$ cat config.mk
export PLATFORM = sky130hd
export DESIGN_NAME = microwave_cook_timer_flat
export DESIGN_NICKNAME = d
export VERILOG_FILES = /design/src/rtl/microwave_cook_timer_if.sv /design/src/rtl/microwave_cook_timer.sv /design/src/flat_wrapper.sv
export SDC_FILE = /design/constraint.sdc
export NUM_CORES = 1
export LEC_CHECK = 0
export ABC_AREA = 1
export CORE_UTILIZATION = 40
export CTS_CLUSTER_DIAMETER = 150
export DETAILED_ROUTE_END_ITERATION = 16
export HOLD_SLACK_MARGIN = 0.1
export SLEW_MARGIN = 15
export SYNTH_ARGS = -nofsm -noshare
export SYNTH_HDL_FRONTEND = slang
export SYNTH_SLANG_ARGS = --single-unit
$ cat constraint.sdc
create_clock -name clk -period 2.2 [get_ports clk]
set_input_delay 0.55 -clock clk [delete_from_list [all_inputs] [get_ports clk]]
set_output_delay 0.55 -clock clk [all_outputs]
set_load 0.01 [all_outputs]
$ cat src/rtl/microwave_cook_timer_if.sv
// Signal bundle between the cook timer and its environment:
// buttons and heat in, start/finish pulse/level and BCD time out.
interface microwave_cook_timer_if;
    logic       btn_10s;
    logic       btn_1m;
    logic       btn_clear;
    logic       btn_start;
    logic       heat;
    logic       start;
    logic       finish;
    logic       running;
    logic [3:0] min_t;
    logic [3:0] min_o;
    logic [3:0] sec_t;
    logic [3:0] sec_o;

    modport master (
        output btn_10s, btn_1m, btn_clear, btn_start, heat,
        input  start, finish, running, min_t, min_o, sec_t, sec_o
    );

    modport slave (
        input  btn_10s, btn_1m, btn_clear, btn_start, heat,
        output start, finish, running, min_t, min_o, sec_t, sec_o
    );
endinterface

$ cat src/rtl/microwave_cook_timer.sv
// Microwave cook timer: BCD mm:ss programmed by buttons, counted down while
// the controller drives heat, with a start pulse and a held finish level.
module microwave_cook_timer #(
    parameter int TICKS_PER_SEC = 1000
) (
    input logic                    clk,
    input logic                    nrst,
    microwave_cook_timer_if.slave  bus
);

    localparam int PW = (TICKS_PER_SEC > 2) ? $clog2(TICKS_PER_SEC) : 1;
    localparam logic [PW-1:0] PRESC_LAST = PW'(TICKS_PER_SEC - 1);

    typedef enum logic [1:0] {
        S_IDLE  = 2'd0,
        S_ARMED = 2'd1,
        S_RUN   = 2'd2,
        S_DONE  = 2'd3
    } state_t;

    typedef struct packed {
        logic [3:0] mt;
        logic [3:0] mo;
        logic [3:0] st;
        logic [3:0] so;
    } bcd_time_t;

    localparam bcd_time_t TIME_ZERO = '0;
    localparam bcd_time_t TIME_ONE  = '{mt: 4'd0, mo: 4'd0, st: 4'd0, so: 4'd1};

    // ---------------------------------------------------------------
    // BCD arithmetic helpers
    // ---------------------------------------------------------------
    function automatic bcd_time_t inc_min(input bcd_time_t t);
        bcd_time_t r;
        r = t;
        if (t.mo == 4'd9) begin
            r.mo = 4'd0;
            r.mt = t.mt + 4'd1;
        end else begin
            r.mo = t.mo + 4'd1;
        end
        return r;
    endfunction

    function automatic bcd_time_t add_1m(input bcd_time_t t);
        if (t.mt == 4'd9 && t.mo == 4'd9)
            return t;
        return inc_min(t);
    endfunction

    // Seconds tens only reaches 5, so a carry happens exactly when st is 5.
    function automatic bcd_time_t add_10s(input bcd_time_t t);
        bcd_time_t r;
        r = t;
        if (t.mt == 4'd9 && t.mo == 4'd9 && t.st == 4'd5) begin
            r.so = 4'd9;
        end else if (t.st == 4'd5) begin
            r.st = 4'd0;
            r = inc_min(r);
        end else begin
            r.st = t.st + 4'd1;
        end
        return r;
    endfunction

    function automatic bcd_time_t dec_1s(input bcd_time_t t);
        bcd_time_t r;
        r = t;
        if (t.st != 4'd0 || t.so != 4'd0) begin
            if (t.so == 4'd0) begin
                r.so = 4'd9;
                r.st = t.st - 4'd1;
            end else begin
                r.so = t.so - 4'd1;
            end
        end else begin
            r.st = 4'd5;
            r.so = 4'd9;
            if (t.mo == 4'd0) begin
                r.mo = 4'd9;
                r.mt = t.mt - 4'd1;
            end else begin
                r.mo = t.mo - 4'd1;
            end
        end
        return r;
    endfunction

    // ---------------------------------------------------------------
    // Button edge detection
    // ---------------------------------------------------------------
    logic [3:0] btn_now;
    logic [3:0] btn_q;
    logic       primed_q;
    logic [3:0] rise;

    assign btn_now = {bus.btn_start, bus.btn_clear, bus.btn_1m, bus.btn_10s};
    // primed_q masks the first cycle after reset so a button already held
    // at release is absorbed into btn_q instead of producing an event.
    assign rise    = btn_now & ~btn_q & {4{primed_q}};

    logic ev_start;
    logic do_clear;
    logic do_1m;
    logic do_10s;
    logic do_add;

    assign ev_start = rise[3];
    assign do_clear = rise[2] & ~bus.heat;
    assign do_1m    = rise[1] & ~bus.heat & ~do_clear;
    assign do_10s   = rise[0] & ~bus.heat & ~do_clear & ~do_1m;
    assign do_add   = do_1m | do_10s;

    // ---------------------------------------------------------------
    // State
    // ---------------------------------------------------------------
    state_t          state_q, state_d;
    bcd_time_t       tm_q, tm_d;
    bcd_time_t       tm_edit;
    logic [PW-1:0]   presc_q, presc_d;
    logic            start_q, start_d;

    assign tm_edit = do_1m ? add_1m(tm_q) : add_10s(tm_q);

    // NOTE: every output of this block gets a default first, so no path
    // through the case statement can leave a variable unassigned (no latch).
    always_comb begin
        state_d = state_q;
        tm_d    = tm_q;
        presc_d = presc_q;
        start_d = ev_start & ~bus.heat & (tm_q != TIME_ZERO) & (state_q != S_RUN);

        unique case (state_q)
            S_IDLE: begin
                if (do_add) begin
                    tm_d    = tm_edit;
                    state_d = S_ARMED;
                end
            end

            S_ARMED: begin
                if (do_clear) begin
                    tm_d    = TIME_ZERO;
                    presc_d = '0;
                    state_d = S_IDLE;
                end else if (do_add) begin
                    tm_d = tm_edit;
                end else if (bus.heat) begin
                    state_d = S_RUN;
                end
            end

            S_RUN: begin
                // A pause keeps the prescaler so the next run resumes mid-second.
                if (!bus.heat) begin
                    state_d = S_ARMED;
                end else if (presc_q == PRESC_LAST) begin
                    presc_d = '0;
                    if (tm_q == TIME_ONE) begin
                        tm_d    = TIME_ZERO;
                        state_d = S_DONE;
                    end else begin
                        tm_d = dec_1s(tm_q);
                    end
                end else begin
                    presc_d = presc_q + PW'(1);
                end
            end

            S_DONE: begin
                if (do_clear) begin
                    tm_d    = TIME_ZERO;
                    presc_d = '0;
                    state_d = S_IDLE;
                end else if (do_add) begin
                    tm_d    = tm_edit;
                    state_d = S_ARMED;
                end
            end
        endcase
    end

    // NOTE: asynchronous reset clears every register, including the edge
    // detectors and the prescaler, so a mid-run reset leaves nothing stale.
    // NOTE: state registers use non-blocking assignments only, so all of
    // them update together from values computed in the previous cycle.
    always_ff @(posedge clk or negedge nrst) begin
        if (!nrst) begin
            state_q  <= S_IDLE;
            tm_q     <= TIME_ZERO;
            presc_q  <= '0;
            start_q  <= 1'b0;
            btn_q    <= '0;
            primed_q <= 1'b0;
        end else begin
            state_q  <= state_d;
            tm_q     <= tm_d;
            presc_q  <= presc_d;
            start_q  <= start_d;
            btn_q    <= btn_now;
            primed_q <= 1'b1;
        end
    end

    assign bus.start   = start_q;
    assign bus.finish  = (state_q == S_DONE);
    assign bus.running = (state_q == S_RUN);
    assign bus.min_t   = tm_q.mt;
    assign bus.min_o   = tm_q.mo;
    assign bus.sec_t   = tm_q.st;
    assign bus.sec_o   = tm_q.so;

endmodule
$ cat src/flat_wrapper.sv
// flat-port wrapper written by rule: the top's interface ports become plain ports
module microwave_cook_timer_flat 
#(
    parameter int TICKS_PER_SEC = 1000
)
  (clk, nrst, bus_btn_10s, bus_btn_1m, bus_btn_clear, bus_btn_start, bus_heat, bus_start, bus_finish, bus_running, bus_min_t, bus_min_o, bus_sec_t, bus_sec_o);
  microwave_cook_timer_if bus_i ();
  input logic clk;
  input logic nrst;
  input wire logic [$bits(bus_i.btn_10s)-1:0] bus_btn_10s;
  input wire logic [$bits(bus_i.btn_1m)-1:0] bus_btn_1m;
  input wire logic [$bits(bus_i.btn_clear)-1:0] bus_btn_clear;
  input wire logic [$bits(bus_i.btn_start)-1:0] bus_btn_start;
  input wire logic [$bits(bus_i.heat)-1:0] bus_heat;
  output wire logic [$bits(bus_i.start)-1:0] bus_start;
  output wire logic [$bits(bus_i.finish)-1:0] bus_finish;
  output wire logic [$bits(bus_i.running)-1:0] bus_running;
  output wire logic [$bits(bus_i.min_t)-1:0] bus_min_t;
  output wire logic [$bits(bus_i.min_o)-1:0] bus_min_o;
  output wire logic [$bits(bus_i.sec_t)-1:0] bus_sec_t;
  output wire logic [$bits(bus_i.sec_o)-1:0] bus_sec_o;
  assign bus_i.btn_10s = bus_btn_10s;
  assign bus_i.btn_1m = bus_btn_1m;
  assign bus_i.btn_clear = bus_btn_clear;
  assign bus_i.btn_start = bus_btn_start;
  assign bus_i.heat = bus_heat;
  assign bus_start = bus_i.start;
  assign bus_finish = bus_i.finish;
  assign bus_running = bus_i.running;
  assign bus_min_t = bus_i.min_t;
  assign bus_min_o = bus_i.min_o;
  assign bus_sec_t = bus_i.sec_t;
  assign bus_sec_o = bus_i.sec_o;
  microwave_cook_timer #(.TICKS_PER_SEC(TICKS_PER_SEC)) u_core (.clk(clk), .nrst(nrst), .bus(bus_i));
endmodule
== After elaboration in Yosys (flattened, before gate mapping) ==
Cells that the tools add are included.

* Memory bits (writable): 0
* Logic and storage cells: 104
* Bits in read-only memories: 0
* Output and inout bits: 19
* Input port bits: 7
* Memories kept: 0
* Latch bits: 0
* Flip-flop bits (word level): 34

* Magnitude comparators: 0
* Eq/ne operators: 19
* Divide/modulo/power cells: 0
* Muxes and demuxes: 35
* Multipliers: 0
* Shift-type cells: 0
* $add $sub $neg: 8
* Bitwise operators: 16
* Reduce and logical (&&, ||, !) cells: 17

{| class="wikitable"
|+ Operator list
! kind !! number
|-
| $mux W16 || 8
|-
| $pmux W16 S3 || 1
|-
| $mux W4 || 8
|-
| $mux W10 || 3
|-
| $mux W8 || 3
|-
| $pmux W10 S2 || 1
|-
| $eq A16 B1 Y1 const B || 1
|-
| $mux W2 || 8
|-
| $reduce_bool A16 Y1 || 1
|-
| $sub A4 B1 Y4 const B || 4
|-
| $ne A3 B2 Y1 const B || 5
|-
| $add A4 B1 Y4 const B || 3
|-
| $mux W12 || 1
|-
| $add A10 B1 Y10 const B || 1
|-
| $eq A10 B10 Y1 const B || 1
|-
| $and A1 B1 Y1 || 9
|-
| $reduce_and A3 Y1 || 3
|-
| $and A4 B4 Y4 || 2
|-
| $eq A4 B4 Y1 const B || 2
|-
| $logic_not A4 Y1 || 2
|-
| $pmux W2 S4 || 1
|-
| $reduce_and A4 Y1 || 2
|-
| $reduce_bool A4 Y1 || 2
|-
| $eq A2 B2 Y1 const B || 2
|-
| 16 further kinds || 21
|}

== Logic depth before layout (Yosys ltp) ==
* Depth after elaboration: 12
* Mapped depth: 13
* Mapped depth without buffers: 13

== Worst setup path before layout ==
Ideal clock, no wire load.

* Path type: register -> register
* Start point: register u_core.tm_q, in the netlist u_core.bus.min_o[0]
* End point: register u_core.tm_q, in the netlist u_core.bus.min_t[2]
* Setup slack: 0.403 ns
* Required time: 2.081 ns
* Clock period less this slack: 1.797 ns
* Cell stages (with the launch flop): 12
* Setup time: 0.119 ns
* Path buffers: 0
* Data arrival time: 1.678 ns
* Cell sequence: dfrtp_1 -> inv_1 -> ha_1 -> nand3_2 -> nor2_2 -> nand4_2 -> nand3b_2 -> nand3_4 -> clkinv_1 -> nand2_1 -> nand2_1 -> nand2_1

* Word-level cells in the longest chain between the ends: 8
* Elaborated cells between the ends (all ways): 20
* Classes of those cells: eq/ne (4); mux (12); reduce/logical (4)

{| class="wikitable"
|+ Ends and longest elaborated chain
! what !! RTL line !! source
|-
| start: declaration || microwave_cook_timer.sv:119 || <nowiki>bcd_time_t tm_q, tm_d;</nowiki>
|-
| start signal: assignment || microwave_cook_timer.sv:198 || <nowiki>tm_q <= tm_d;</nowiki>
|-
| $eq A4 B4 Y1 || microwave_cook_timer.sv:37, microwave_cook_timer.sv:47, microwave_cook_timer.sv:56 ||
|-
| $mux W4 or $logic_and A1 B1 Y1 (tied branches) || microwave_cook_timer.sv:37, microwave_cook_timer.sv:47, microwave_cook_timer.sv:56 ||
|-
| $mux W8, or another cell as far along || microwave_cook_timer.sv:58 || <nowiki>end else if (t.st == 4'd5) begin</nowiki>
|-
| $mux W12 or $mux W16 (tied branches) || microwave_cook_timer.sv:56, microwave_cook_timer.sv:49 ||
|-
| $mux W16 || microwave_cook_timer.sv:124 || <nowiki>assign tm_edit = do_1m ? add_1m(tm_q) : add_10s(tm_q);</nowiki>
|-
| $mux W16 || microwave_cook_timer.sv:136, microwave_cook_timer.sv:147, microwave_cook_timer.sv:176 ||
|-
| $mux W16 || microwave_cook_timer.sv:172 || <nowiki>if (do_clear) begin</nowiki>
|-
| $pmux W16 S3 || microwave_cook_timer.sv:134 || <nowiki>unique case (state_q)</nowiki>
|}

Parallel ways exist; a longest one is shown, timed or not. The select of a mux whose other input is x is not followed.
A chain may end at the register's enable or synchronous reset.

== Worst setup path in the final report ==
* Start point: register u_core.state_q[0]
* End point: output bus_running

* Word-level cells in the longest chain between the ends: 1

{| class="wikitable"
|+ Ends and longest elaborated chain
! what !! RTL line !! source
|-
| start: declaration || microwave_cook_timer.sv:118 || <nowiki>state_t state_q, state_d;</nowiki>
|-
| start signal: assignment || microwave_cook_timer.sv:197 || <nowiki>state_q <= state_d;</nowiki>
|-
| $eq A2 B2 Y1 || microwave_cook_timer.sv:208 || <nowiki>assign bus.running = (state_q == S_RUN);</nowiki>
|-
| end: declaration || flat_wrapper.sv:17 || <nowiki>output wire logic [$bits(bus_i.running)-1:0] bus_running;</nowiki>
|}

No other way between the ends.

==> results.json <==
{
  "status": "finished clean",
  "drc": 0,
  "synth_compound_area_frac": 0.123,
  "crit_path_end_kind": "output port",
  "required_ns": 1.65,
  "final_nets": 427,
  "hold_class": "flop to flop",
  "synth_area_leader_cell": "dfrtp_1",
  "clkSlewWorstSetupHoldPaths_ns": 0.07,
  "core-area_sq_mm": 0.00599,
  "grtUsageTotal": 0.212,
  "hold_viol_final": 0,
  "post_synth.cell_area_avg_sq_um": 7.10,
  "async_reset_ff_frac": 1.00,
  "rows": 28,
  "crit_slowest_cell": "clkdlybuf4s50_1",
  "hold_path_end": "u_core.presc_q[3]",
  "ys_types": 40,
  "yosys_warnings": 0,
  "seqCellArea_sq_um": 851,
  "io_pins": 26,
  "grt_first_pass_wirelength_microns": 10800,
  "overflow": 0,
  "hold_depth": 1,
  "worst-path-stages": 2,
  "worst-path-max-fanout": 6,
  "cp_num_buf_inv": 1,
  "dr.pass1.iters": 4,
  "fin_util": 0.523,
  "fin_skew_ns": 0.00604,
  "start_util": 0.420,
  "drive_gt1_frac": 0.165,
  "io_buffers": 25,
  "vias": 2435,
  "rr_endpoint": "u_core.bus.min_t[3]",
  "cts_tree": "built",
  "place_congestion": 0.858,
  "cpPeakStageDelay_ns": 0.58,
  "cp_top_family": "buffers and inverters",
  "peakVddDrop_mv": 0.543,
  "setup_tns_ns": 0,
  "synth_xor_area_frac": 0.0174,
  "wl_per_cell_microns": 12.9,
  "yosys.area_share.simple": 0.367,
  "finalSetupViolations": 0,
  "syn_inst": 354,
  "yosys.area.top_type_share": 0.338,
  "die_w_microns": 81.3,
  "fin_cells": 482,
  "rsz0062_at_grt": "false",
  "period_needed_ns": 2.13,
  "powerDensity_mw_per_mm2": 1340,
  "wirelength_microns": 6200,
  "leakage_uw": 0.00154,
  "hold_start": "u_core.presc_q[3]",
  "postCtsHoldBufs": 0,
  "syn-cell-area_sq_mm": 0.00251,
  "place_area_sq_mm": 0.00303,
  "post-place-cells": 474,
  "cp_cell_sequence": "nor2_4 > clkdlybuf4s50_1",
  "worstSkewPairLatency_ns": 0.29,
  "crit_arrival_ns": 1.58,
  "final_max_slew_viol_count": 0,
  "yosysSeqAreaShare": 0.338,
  "grt_max_degree": 35,
  "rrSetupSlack_ns": 0.24,
  "dieHeight_microns": 81.3,
  "synth_ff_type": "dfrtp_1",
  "multiInputGateArea_sq_mm": 0.00147,
  "htree_levels": 2,
  "die_area_sq_mm": 0.00661,
  "dr.first_iter.drc_count": 104,
  "cts.sink_count": 34,
  "ant_nets": 0,
  "reg2reg_from": "u_core.bus.min_t[1]",
  "synthesis.nets": 375,
  "ff2ff_path_depth": 12,
  "criticalPathCategory": "flop to output port",
  "cts_buffer_depth": 2,
  "synth_fa_ha_area_frac": 0.0697,
  "grt_pass1_vias": 2338,
  "synth_top_family_by_area": "simple AND/OR/NAND/NOR gates",
  "maxCapViolations": 0,
  "max_freq_mhz": 470,
  "synth_enable_flop_cells": 0,
  "cts_root_buf": "clkbuf_8",
  "synthMuxAreaShare": 0,
  "synth-seq-cells": 34,
  "numCtsBuffers": 5,
  "dp_hpwl_microns": 4740,
  "synth_area_leaders": "dfrtp_1, nand2_1, nor2_1",
  "report.power.total_uw": 4210,
  "num_antenna_cells": 0,
  "fillers": 613,
  "cp-start-kind": "flop",
  "routed_via_density": 5.05,
  "area_growth_pct": 24.7,
  "grt_antenna_before_repair": 0,
  "fin_area_sq_mm": 0.00314,
  "fin_crit_sh": 0.966
}
-- power by group --
group / switching [uW] / internal (uW) / total, uW
clock: 234 / 253 / 487
combinational: 1440 / 1110 / 2550
sequential: 290 / 875 / 1170
total: 1970 / 2240 / 4210
-- Yosys cell counts (3+ instances only) --
cell / count
nand2_1: 74
nor2_1: 52
inv_1: 37
nand3_1: 36
dfrtp_1: 34
o21ai_0: 16
a21oi_1: 15
ha_1: 14
inv_2: 12
nand4_1: 7
nand2_2: 5
nor3_1: 4
o21ai_1: 4
a21boi_2: 3
a22oi_1: 3
nor3_2: 3
xor2_1: 3
-- logic make-up (layout without fill, tap and decap cells) --
logic type,after synthesis,in the layout
AO/OA/AOI/OAI,50,50
XOR/XNOR,5,5
adder cells (fa/ha/maj),14,14
buffers and inverters,54,107
flip-flops,34,34
other,1,1
AND/OR/NAND/NOR,196,196
-- routing by layer --
metal,part of all wire,vias to the layer above,global-route usage,routed length [microns]
met1,0.51,1120,0.294,3130
li1,-,1262,-,-
met2,0.45,44,0.341,2780
met4,0.015,0,0.0589,91
met5,0,-,0,0
met3,0.031,9,0.0270,195
-- area by class of cell --
class / count / area share
tap: 75 / 0.0299
inverter: 51 / 0.0611
timing repair buffer: 48 / 0.139
clock buffer: 7 / 0.0275
multi-input combinational: 266 / 0.470
clock inverter: 1 / 0.00160
sequential: 34 / 0.271
-- timing repair --
action	in CTS	in global routing
resized for setup	0	2
setup endpoints to repair	0	4
setup buffers	0	0
-- registers in the layout (all words and copies together), names as in the netlist --
name,flops
u_core.bus.sec_t,4
u_core.state_q,2
u_core.primed_q,1
u_core.btn_q,4
u_core.bus.min_t,4
u_core.bus.min_o,4
u_core.presc_q,10
u_core.bus.sec_o,4
u_core.bus.start,1
-- placed cells by master (no fill, tap or decap), drive strengths merged, types with 3 or more instances in the layout --
master,count
buf,23
nor3,7
nor2,56
nand4,8
clkinv,3
nand3,39
ha,14
dfrtp,34
inv,49
a21oi,15
xor2,3
a22oi,3
a21boi,4
clkbuf,7
nand2,81
o21ai,21
clkdlybuf4s50,25
-- worst max path at each step --
stage               slack [ns]                 from             endpoint
global placement          0.03           bus_btn_1m  u_core.bus.sec_o[2]
floorplan                 0.40  u_core.bus.min_o[0]  u_core.bus.min_t[2]
finish                    0.07    u_core.state_q[0]          bus_running
CTS                       0.06    u_core.state_q[0]          bus_running
detailed placement       -0.05           bus_btn_1m  u_core.bus.sec_o[2]
global route              0.02    u_core.state_q[0]          bus_running
-- per-stage QoR --
step                      hold slack [ns]  setup WS (ns)
after floorplan                     0.254          0.403
after global placement              0.482         0.0262
after detailed placement            0.491        -0.0498
after CTS                           0.502         0.0574
after global routing                0.516         0.0163
final                               0.498         0.0738
Note: power is estimated with default switching activity, not from simulation.
